## config.mk

```make
export PLATFORM = sky130hd
export DESIGN_NAME = apu_frame_counter_flat
export DESIGN_NICKNAME = d
export VERILOG_FILES = /design/src/rtl/apu_pkg.sv /design/src/rtl/apu_frame_counter_if.sv /design/src/rtl/apu_frame_counter_step_decode.sv /design/src/rtl/apu_frame_counter.sv /design/src/flat_wrapper.sv
export SDC_FILE = /design/constraint.sdc
export NUM_CORES = 1
export LEC_CHECK = 0
export ABC_CLOCK_PERIOD_IN_PS = 5300
export CAP_MARGIN = 30
export CORE_UTILIZATION = 30
export CTS_CLUSTER_SIZE = 8
export DETAILED_ROUTE_END_ITERATION = 12
export DONT_BUFFER_PORTS = 1
export PLACE_DENSITY = 0.46
export SYNTH_ARGS = -nofsm -noshare
export SYNTH_HDL_FRONTEND = slang
export SYNTH_SLANG_ARGS = --single-unit
```

## constraint.sdc

```tcl
create_clock -name clk -period 5.3 [get_ports clk]
set_input_delay 1.06 -clock clk [delete_from_list [all_inputs] [get_ports clk]]
set_output_delay 1.06 -clock clk [all_outputs]
set_load 0.01 [all_outputs]
```

## src/rtl/apu_pkg.sv

```systemverilog
// Shared definitions for the APU frame sequencer: register addresses,
// default step counts, frame-mode encoding and the step-event bundle.
package apu_pkg;

  // CPU-visible register addresses owned by the frame counter
  localparam logic [15:0] ADDR_STATUS = 16'h4015;
  localparam logic [15:0] ADDR_FRAME  = 16'h4017;

  // Default CPU-cycle counts at which the sequencer steps fire
  localparam int unsigned STEP1_DEF = 7457;
  localparam int unsigned STEP2_DEF = 14913;
  localparam int unsigned STEP3_DEF = 22371;
  localparam int unsigned STEP4_DEF = 29829;
  localparam int unsigned STEP5_DEF = 37281;
  localparam int unsigned CW_DEF    = 16;

  // $4017 bit 7 selects the sequence length
  typedef enum logic {
    FRAME_MODE_4STEP = 1'b0,
    FRAME_MODE_5STEP = 1'b1
  } frame_mode_e;

  // Events decoded from the current count
  typedef struct packed {
    logic quarter;
    logic half;
    logic irq_set;
    logic last;
  } step_evt_t;

  // A $4017 write resets the counter 3 or 4 CPU cycles later depending on
  // whether it lands on an even or odd cycle
  function automatic logic [2:0] delay_reload(input logic parity);
    if (parity) begin
      return 3'd4;
    end else begin
      return 3'd3;
    end
  endfunction

endpackage

```

## src/rtl/apu_frame_counter_if.sv

```systemverilog
// CPU bus as seen by the frame counter: the CPU core is the master,
// the frame counter answers as a slave and drives irq.
interface apu_frame_counter_if;
  logic        ce;
  logic [15:0] addr;
  logic [7:0]  wdata;
  logic        mr;
  logic        mw;
  logic [7:0]  rdata;
  logic        rhit;
  logic        irq;

  modport master (
    output ce, addr, wdata, mr, mw,
    input  rdata, rhit, irq
  );

  modport slave (
    input  ce, addr, wdata, mr, mw,
    output rdata, rhit, irq
  );
endinterface

```

## src/rtl/apu_frame_counter_step_decode.sv

```systemverilog
// Pure decode of the pre-increment cycle count into the sequencer events.
// The IRQ-set term is only the 4-step timing; inhibit is applied by the caller.
module frame_step_decode
  import apu_pkg::*;
#(
  parameter int unsigned STEP1 = STEP1_DEF,
  parameter int unsigned STEP2 = STEP2_DEF,
  parameter int unsigned STEP3 = STEP3_DEF,
  parameter int unsigned STEP4 = STEP4_DEF,
  parameter int unsigned STEP5 = STEP5_DEF,
  parameter int unsigned CW    = CW_DEF
) (
  input  logic [CW-1:0] cnt_s,
  input  frame_mode_e   mode_s,
  input  logic          after_wrap_s,
  output step_evt_t     evt_s
);

  logic [CW-1:0] last_cnt_s;
  logic          is_last_s;
  logic          is_step2_s;

  // Step decode: quarter at steps 1-3 and the final step, half at step 2
  // and the final step, IRQ around the end of a 4-step frame
  always_comb begin
    evt_s = '0;
    if (mode_s == FRAME_MODE_5STEP) begin
      last_cnt_s = CW'(STEP5);
    end else begin
      last_cnt_s = CW'(STEP4);
    end
    is_last_s     = (cnt_s == last_cnt_s);
    is_step2_s    = (cnt_s == CW'(STEP2));
    evt_s.last    = is_last_s;
    evt_s.quarter = (cnt_s == CW'(STEP1)) | is_step2_s |
                    (cnt_s == CW'(STEP3)) | is_last_s;
    evt_s.half    = is_step2_s | is_last_s;
    if (mode_s == FRAME_MODE_4STEP) begin
      evt_s.irq_set = (cnt_s == CW'(STEP4 - 1)) | (cnt_s == CW'(STEP4)) |
                      ((cnt_s == '0) & after_wrap_s);
    end else begin
      evt_s.irq_set = 1'b0;
    end
  end

endmodule

```

## src/rtl/apu_frame_counter.sv

```systemverilog
// APU frame sequencer: $4017 mode/inhibit register, frame IRQ flag exposed
// in $4015 bit 6, and quarter/half-frame clocks for envelopes, sweeps and
// length counters. Everything advances on the CPU cycle enable only.
module apu_frame_counter
  import apu_pkg::*;
#(
  parameter int unsigned STEP1 = STEP1_DEF,
  parameter int unsigned STEP2 = STEP2_DEF,
  parameter int unsigned STEP3 = STEP3_DEF,
  parameter int unsigned STEP4 = STEP4_DEF,
  parameter int unsigned STEP5 = STEP5_DEF,
  parameter int unsigned CW    = CW_DEF
) (
  input  logic                clk,
  input  logic                reset_n,
  apu_frame_counter_if.slave  bus,
  output logic                quarter_frame,
  output logic                half_frame
);

  // Architectural state
  logic [CW-1:0] cnt_r;
  frame_mode_e   mode_r;
  logic          inhibit_r;
  logic          flag_r;
  logic          parity_r;
  logic          pending_r;
  logic [2:0]    dly_r;
  logic          wrapped_r;
  logic          quarter_r;
  logic          half_r;

  // Next-state values
  logic [CW-1:0] cnt_nx;
  frame_mode_e   mode_nx;
  logic          inhibit_nx;
  logic          flag_nx;
  logic          parity_nx;
  logic          pending_nx;
  logic [2:0]    dly_nx;
  logic          wrapped_nx;
  logic          quarter_nx;
  logic          half_nx;

  // Decoded bus accesses and events
  step_evt_t     evt_s;
  logic          frame_wr_s;
  logic          status_rd_s;
  logic          fire_s;
  logic          irq_set_s;
  logic          rhit_s;
  logic [7:0]    rdata_s;
  logic          unused_wdata_s;

  frame_step_decode #(
    .STEP1 (STEP1),
    .STEP2 (STEP2),
    .STEP3 (STEP3),
    .STEP4 (STEP4),
    .STEP5 (STEP5),
    .CW    (CW)
  ) u_decode (
    .cnt_s        (cnt_r),
    .mode_s       (mode_r),
    .after_wrap_s (wrapped_r),
    .evt_s        (evt_s)
  );

  // Only the two top data bits mean anything to $4017
  assign unused_wdata_s = ^bus.wdata[5:0];

  // Qualify bus strobes and the delayed counter reset for this CPU cycle.
  // A fresh $4017 write restarts the delay, so it overrides an expiring one.
  always_comb begin
    frame_wr_s  = bus.ce & bus.mw & (bus.addr == ADDR_FRAME);
    status_rd_s = bus.ce & bus.mr & (bus.addr == ADDR_STATUS);
    fire_s      = pending_r & (dly_r == 3'd1) & ~frame_wr_s;
    irq_set_s   = evt_s.irq_set & ~inhibit_r & ~fire_s;
  end

  // Next-state logic for the counter, delay, mode register and IRQ flag
  always_comb begin
    cnt_nx     = cnt_r;
    mode_nx    = mode_r;
    inhibit_nx = inhibit_r;
    flag_nx    = flag_r;
    parity_nx  = parity_r;
    pending_nx = pending_r;
    dly_nx     = dly_r;
    wrapped_nx = wrapped_r;
    quarter_nx = 1'b0;
    half_nx    = 1'b0;
    if (bus.ce) begin
      parity_nx = ~parity_r;

      // Count, or take the delayed reset which replaces the normal step
      if (fire_s) begin
        cnt_nx     = '0;
        quarter_nx = (mode_r == FRAME_MODE_5STEP);
        half_nx    = (mode_r == FRAME_MODE_5STEP);
        wrapped_nx = 1'b0;
      end else begin
        if (evt_s.last) begin
          cnt_nx = '0;
        end else begin
          cnt_nx = cnt_r + CW'(1);
        end
        quarter_nx = evt_s.quarter;
        half_nx    = evt_s.half;
        wrapped_nx = evt_s.last;
      end

      // $4017 write loads mode/inhibit and (re)arms the reset delay
      if (frame_wr_s) begin
        mode_nx    = frame_mode_e'(bus.wdata[7]);
        inhibit_nx = bus.wdata[6];
        pending_nx = 1'b1;
        dly_nx     = delay_reload(parity_r);
      end else if (fire_s) begin
        pending_nx = 1'b0;
        dly_nx     = 3'd0;
      end else if (pending_r) begin
        dly_nx     = dly_r - 3'd1;
      end else begin
        dly_nx     = dly_r;
      end

      // Flag priority: inhibit clear, then IRQ set, then status read clear
      if (frame_wr_s & bus.wdata[6]) begin
        flag_nx = 1'b0;
      end else if (irq_set_s) begin
        flag_nx = 1'b1;
      end else if (status_rd_s) begin
        flag_nx = 1'b0;
      end else begin
        flag_nx = flag_r;
      end
    end else begin
      parity_nx = parity_r;
    end
  end

  // State register with synchronous active-low reset; a reset also drops
  // any counter reset still waiting in the delay
  always_ff @(posedge clk) begin
    if (!reset_n) begin
      cnt_r     <= '0;
      mode_r    <= FRAME_MODE_4STEP;
      inhibit_r <= 1'b0;
      flag_r    <= 1'b0;
      parity_r  <= 1'b0;
      pending_r <= 1'b0;
      dly_r     <= 3'd0;
      wrapped_r <= 1'b0;
      quarter_r <= 1'b0;
      half_r    <= 1'b0;
    end else begin
      cnt_r     <= cnt_nx;
      mode_r    <= mode_nx;
      inhibit_r <= inhibit_nx;
      flag_r    <= flag_nx;
      parity_r  <= parity_nx;
      pending_r <= pending_nx;
      dly_r     <= dly_nx;
      wrapped_r <= wrapped_nx;
      quarter_r <= quarter_nx;
      half_r    <= half_nx;
    end
  end

  // Status read path: only the frame IRQ flag lives in bit 6
  always_comb begin
    rhit_s = bus.mr & (bus.addr == ADDR_STATUS);
    if (rhit_s) begin
      rdata_s = {1'b0, flag_r, 6'b000000};
    end else begin
      rdata_s = 8'h00;
    end
  end

  assign bus.rhit      = rhit_s;
  assign bus.rdata     = rdata_s;
  assign bus.irq       = flag_r;
  assign quarter_frame = quarter_r;
  assign half_frame    = half_r;

endmodule

```

## src/flat_wrapper.sv

```systemverilog
// flat-port wrapper written by rule: the top's interface ports become plain ports
module apu_frame_counter_flat import apu_pkg::*;
#(
  parameter int unsigned STEP1 = STEP1_DEF,
  parameter int unsigned STEP2 = STEP2_DEF,
  parameter int unsigned STEP3 = STEP3_DEF,
  parameter int unsigned STEP4 = STEP4_DEF,
  parameter int unsigned STEP5 = STEP5_DEF,
  parameter int unsigned CW    = CW_DEF
)
  (clk, reset_n, quarter_frame, half_frame, bus_ce, bus_addr, bus_wdata, bus_mr, bus_mw, bus_rdata, bus_rhit, bus_irq);
  apu_frame_counter_if bus_i ();
  input  logic clk;
  input  logic reset_n;
  output logic quarter_frame;
  output logic half_frame;
  input wire logic [$bits(bus_i.ce)-1:0] bus_ce;
  input wire logic [$bits(bus_i.addr)-1:0] bus_addr;
  input wire logic [$bits(bus_i.wdata)-1:0] bus_wdata;
  input wire logic [$bits(bus_i.mr)-1:0] bus_mr;
  input wire logic [$bits(bus_i.mw)-1:0] bus_mw;
  output wire logic [$bits(bus_i.rdata)-1:0] bus_rdata;
  output wire logic [$bits(bus_i.rhit)-1:0] bus_rhit;
  output wire logic [$bits(bus_i.irq)-1:0] bus_irq;
  assign bus_i.ce = bus_ce;
  assign bus_i.addr = bus_addr;
  assign bus_i.wdata = bus_wdata;
  assign bus_i.mr = bus_mr;
  assign bus_i.mw = bus_mw;
  assign bus_rdata = bus_i.rdata;
  assign bus_rhit = bus_i.rhit;
  assign bus_irq = bus_i.irq;
  apu_frame_counter #(.STEP1(STEP1), .STEP2(STEP2), .STEP3(STEP3), .STEP4(STEP4), .STEP5(STEP5), .CW(CW)) u_core (.clk(clk), .reset_n(reset_n), .bus(bus_i), .quarter_frame(quarter_frame), .half_frame(half_frame));
endmodule
```

==> results of run 1 <==
-- per-stage QoR --
stage	power (mW)	cells	hold slack, ns	cell area, sq um
2_1_floorplan	0.241	228	0.436	1870
3_3_place_gp	0.241	280	0.452	1820
3_5_place_dp	0.242	281	0.452	1830
4_1_cts	0.371	285	0.468	1880
5_1_grt	0.380	285	0.489	1880
6_report	0.363	285	0.463	1880
-- worst min-delay path, cell delays in order, from the launching register on --
cell and delay, ns:
dfxtp_1 0.33, nand2_1 0.05, a21oi_1 0.05
-- final cells by class --
class	count	area, sq um
Clock buffer	3	41.3
Inverter	9	33.8
Tap cell	75	93.8
Sequential cell	27	541
Multi-Input combinational cell	169	1150
Clock inverter	1	7.51
Timing Repair Buffer	1	11.3
Fill cell	623	4040
-- power by group --
part	switching, mW	internal, mW
combinational	0.0176	0.0109
clock	0.0722	0.0535
sequential	0.00342	0.205
total	0.0932	0.270
-- path summary, 6_finish.rpt --
| check | startpoint | to | slack, ns | cells after the start |
|---|---|---|---|---|
| worst min-delay path | u_core.inhibit_r | u_core.inhibit_r | 0.46 | 2 |
| worst max register to register | u_core.cnt_r[0] | u_core.quarter_frame | 2.84 | 6 |
| worst min register to register | u_core.inhibit_r | u_core.inhibit_r | 0.46 | 2 |
| worst max-delay path | bus_addr[9] | bus_rdata[6] | 2.10 | 3 |
-- cell families (layout without fill, tap and decap cells) --
family                   count (synthesis)  in the layout  synth area share, %
adder cells (fa/ha/maj)                  5              5                 3.38
other                                    1              7                0.203
buffers and inverters                   32             14                 9.88
AO/OA/AOI/OAI                           54             54                 21.5
AND/OR/NAND/NOR                        101            101                 34.8
flip-flops                              27             27                 29.2
XOR/XNOR                                 2              2                0.947
-- flip-flops by register name, indices dropped and copies added (netlist names) --
| signal | cells |
|---|---|
| u_core.pending_r | 1 |
| u_core.parity_r | 1 |
| u_core.wrapped_r | 1 |
| u_core.quarter_frame | 1 |
| u_core.cnt_r | 16 |
| u_core.mode_r | 1 |
| u_core.inhibit_r | 1 |
| u_core.dly_r | 3 |
| u_core.half_frame | 1 |
| u_core.bus.irq | 1 |
-- per-layer routing --
layer	global-route usage [%]	part of all wire (%)	up-vias
li1	-	-	799
met1	20.7	51	754
met2	22.1	45	39
met3	1.36	3.0	2
met4	3.75	0.58	0
met5	0	0	-
-- cell usage after synthesis (4+ instances only) --
master    number  area share, %
buf_2          5            1.4
nor4b_1        8            3.8
nor2_1         8            1.6
nand3_1        7            1.9
ha_1           5            3.4
inv_1          7            1.4
o31ai_1       10            4.1
a21oi_1       11            3.0
clkbuf_1       6            1.2
a21o_1         8            3.2
nor3_1         9            2.4
nor4_1         5            1.7
nand2_1       21            4.3
nand3b_1       4            1.6
or4_1          4            1.6
buf_4          9            3.7
nand4b_1       4            1.9
nand4_1        4            1.4
and3_1         5            1.7
dfxtp_1       27             29
==> reports/metrics.cfg, run 1 <==
[routing]
viasPerCell=5.59
drtIter0Drc=126
postRouteAntennaNets=0
wire_per_inst_um=15.7
first_pass_iters=4
drc_errors=0
drt_wl_total_um=4470
num_vias=1594

[sta]
worst_slew_pin_slew_ns=0.945
rsz0062_at_grt=false
slew_viol_final=0
timing_hold_violations_final=0
finalSetupViolCount=0
slew_headroom_pct=37.0
layout_setup_ws_ns=2.10
setup_tns_ns=0
fmax_mhz=313
final.min_clock_period_ns=3.20
skew_ns=0.00608
min_period_over_period_pct=60.3

[floorplanning]
initial_core_util_pct=31.2
core_area_sq_um=5920
die_w_um=80.5
die-area_sq_um=6480
io_pins=41
die_y_um=80.5
fp-row-count=28

[grt]
grt_antenna_before_repair=0
overflow=0
grt_pass1_wl_um=7270
grt_max_degree=26
grt_pass1_vias=1447
grt_use_total_pct=14.3

[placed_design]
hpwlAfterDp_um=3280
portBuffers=0
dp_slack_ns=2.08
place.gp.congestion=0.798

[clock_tree]
cts_tree=yes
cts_resized=0
post-cts-setup-buffer-count=0
cts.path.max_buffers=2
clkSlewWorstSetupHoldPaths_ns=0.10
cts_root_buf=clkbuf_8
cts_buffers=3
ctsHoldBuffers=0
h-tree-depth=1
clk_latency_ns=0.28
cts_sinks=27

[critical_path]
crit_path_max_incr_delay_ns=0.49
required_ns=4.24
critPathCaptureType=primary output
worstSetupPathType=input pin to primary output
startpoint_type=input pin
crit_chain=nor4_1 > and4_1 > and3_1
crit_fanout=11
critPathArrivalTime_ns=2.14
crit_buf_inv=0
cpLargestDelayFamily=simple AND/OR/NAND/NOR gates
critPathSlowestCell=and4_1

[logic_synthesis]
synth_warnings=0
ys_seq_area_share_pct=29.2
synthArstFlopShare_pct=0
synthFlopType=dfxtp_1
ys_ff_latch=27
avgSynthCellArea_sq_um=8.33
netlist_instances=222
syn_area_sq_um=1850
synth_edf_count=0
synth_cell_types=55

[power]
cellPowerDensity_nw_per_um2=193
vdd_ir_drop_max_mv=0.0947
p_leak_nw=0.658

[flow_run]
max_cap_violations=0

[hold_path]
hold_path.class=flip-flop to flip-flop

[cells_and_area]
nets=245
areaGrowthSynthToFinish_pct=1.83
final_common_cell=dfxtp_1
final_cell_mix=dfxtp_1, nand2_1, a21oi_1, o31ai_1, nor3_1
drive_gt1_share_pct=6.19
antenna_cells=0
finish.utilization_pct=31.8

[run_status]
status=completed

Note: power is estimated with default switching activity, not from simulation.
==> run 2: changes to the inputs <==
- ABC_CLOCK_PERIOD_IN_PS: 5300 -> 3000
- clock period: 5.3 -> 3 ns (I/O delays scaled with it)
==> run 2 against run 1 <==
Against the previous run: combinational power increased by 76%; sequential share of layout area decreased by 0.057 points; non-clock buffer count increased by 1; worst setup slack got worse by 1.4 ns; highest routed layer unchanged; critical endpoint is now u_core.cnt_r[15]; count of clock-buffer cells in the layout unchanged; largest power group unchanged; critical path depth increased by 4.
==> reports/metrics.cfg, run 2 (same netlist as run 1, synthesis figures left out) <==
[sta]
worst_slew_pin_slew_ns=0.572  ; -0.374 ns
slew_headroom_pct=61.8  ; +25 points
min_period_over_period_pct=76.7
skew_ns=0.00796  ; +0.00188 ns
setup_tns_ns=0  ; unchanged
timing_hold_violations_final=0  ; unchanged
fmax_mhz=435
rsz0062_at_grt=false
finalSetupViolCount=0  ; unchanged
final.min_clock_period_ns=2.30
hold_ws_ns=0.430  ; -0.0334 ns
slew_viol_final=0  ; unchanged

[power]
vdd_ir_drop_max_mv=0.185  ; +95%
cellPowerDensity_nw_per_um2=341  ; +77%
p_leak_nw=0.661  ; +0.60%

[clock_tree]
cts_root_buf=clkbuf_8
ctsHoldBuffers=0  ; unchanged
cts_sinks=27  ; unchanged
clk_latency_ns=0.29  ; about the same
cts_tree=yes
cts_resized=0  ; unchanged
cts_buffers=3  ; unchanged
post-cts-setup-buffer-count=0  ; unchanged
cts.path.max_buffers=2  ; unchanged
clkSlewWorstSetupHoldPaths_ns=0.10  ; about the same
h-tree-depth=1  ; unchanged

[grt]
overflow=0  ; unchanged
grt_pass1_wl_um=7280  ; about the same
grt_use_total_pct=14.5  ; +0.21 points
grt_antenna_before_repair=0  ; unchanged
grt_max_degree=18  ; -31%
grt_pass1_vias=1474  ; +1.9%

[placed_design]
place.gp.congestion=0.798  ; about the same
dp_cells=282  ; +0.36%
portBuffers=0  ; unchanged
hpwlAfterDp_um=3280  ; +0.27%

[cells_and_area]
largest_reg_flops=16  ; unchanged
top_register=u_core.cnt_r
final_cell_mix=dfxtp_1, nand2_1, a21oi_1, o31ai_1, nor3_1
reg_top3=u_core.cnt_r: 16 flops, u_core.dly_r: 3 flops
finish.utilization_pct=31.9  ; +0.063 points
areaGrowthSynthToFinish_pct=2.03
antenna_cells=0  ; unchanged
nets=246  ; +0.41%
fill_cells=631  ; +1.3%
stdcell_count=286  ; +0.35%
final_common_cell=dfxtp_1
drive_gt1_share_pct=6.64  ; +0.44 points

[flow_run]
max_cap_violations=0  ; unchanged

[routing]
first_pass_iters=4  ; unchanged
drc_errors=0  ; unchanged
drtIter0Drc=96  ; -24%
viasPerCell=5.72  ; +2.2%
wire_per_inst_um=15.7  ; +0.30%
postRouteAntennaNets=0  ; unchanged
drt_wl_total_um=4500  ; +0.65%
num_vias=1635  ; +2.6%

[floorplanning]
io_pins=41  ; unchanged
initial_core_util_pct=31.2  ; unchanged
die_w_um=80.5  ; unchanged
die-area_sq_um=6480  ; unchanged
fp-row-count=28  ; unchanged
core_area_sq_um=5920  ; unchanged
die_y_um=80.5  ; unchanged

[hold_path]
holdPathStages=1  ; -1
min-delay-start=reset_n
hold_path.class=input pin to flip-flop
holdPathEnd=u_core.cnt_r[0]

[critical_path]
worstSetupPathType=flip-flop to flip-flop
critPathArrivalTime_ns=2.48  ; +0.34 ns
rrSetupSlack_ns=0.70  ; -2.14 ns
startpoint_type=flip-flop
crit_fanout=17  ; +6
required_ns=3.18  ; -1.06 ns
reg2reg_from=u_core.cnt_r[0]
r2r_end=u_core.cnt_r[15]
critPathCaptureType=flip-flop
rr_worst_depth=7  ; +1

[run_status]
status=completed

## run 2: area by class of cell
cell class	count	area [sq um]	share of cell area [%]
Multi-Input combinational cell	169	1150	61.2
Timing Repair Buffer	2	15.0	0.796
Clock inverter	1	7.51	0.398
Tap cell	75	93.8	4.97
Sequential cell	27	541	28.6
Inverter	9	33.8	1.79
Clock buffer	3	41.3	2.19
## run 2: report_power, final
part	leakage (nW)	internal (mW)	switching, mW
Clock	0.0217	0.0947	0.130
Sequential	0.218	0.363	0.00592
Combinational	0.422	0.0188	0.0315
Total	0.661	0.476	0.167
## run 2: through the flow
step / instance area, sq um / power, mW / setup WS [ns]
2_1_floorplan: 1870 / 0.426 / 0.923
4_1_cts: 1890 / 0.656 / 0.702
3_3_place_gp: 1840 / 0.427 / 0.505
5_1_grt: 1890 / 0.674 / 0.567
3_5_place_dp: 1840 / 0.427 / 0.515
6_report: 1890 / 0.643 / 0.700
## run 2: worst max path at each step
stage	start	endpoint	slack, ns
after floorplan	bus_addr[9]	bus_rdata[6]	0.92
after global placement	bus_addr[3]	u_core.cnt_r[13]	0.50
after detailed placement	bus_addr[3]	u_core.cnt_r[13]	0.52
after CTS	u_core.cnt_r[0]	u_core.cnt_r[14]	0.70
after global routing	u_core.cnt_r[0]	u_core.cnt_r[11]	0.57
final	u_core.cnt_r[0]	u_core.cnt_r[15]	0.70
## run 2: routing by layer
layer / routed length, um / global-route usage, % / vias up
li1: - / - / 803
met1: 2220 / 20.8 / 756
met2: 1980 / 22.0 / 70
met3: 233 / 1.93 / 6
met4: 70 / 4.46 / 0
met5: 0 / 0 / -
## run 2: worst max-delay path: stages (launching register included)
cell      delay [ns]
dfxtp_1         0.42
ha_1            0.32
nand3b_4        0.11
or4_1           0.47
o32ai_4         0.27
buf_4           0.30
o31ai_1         0.10
a21o_1          0.20
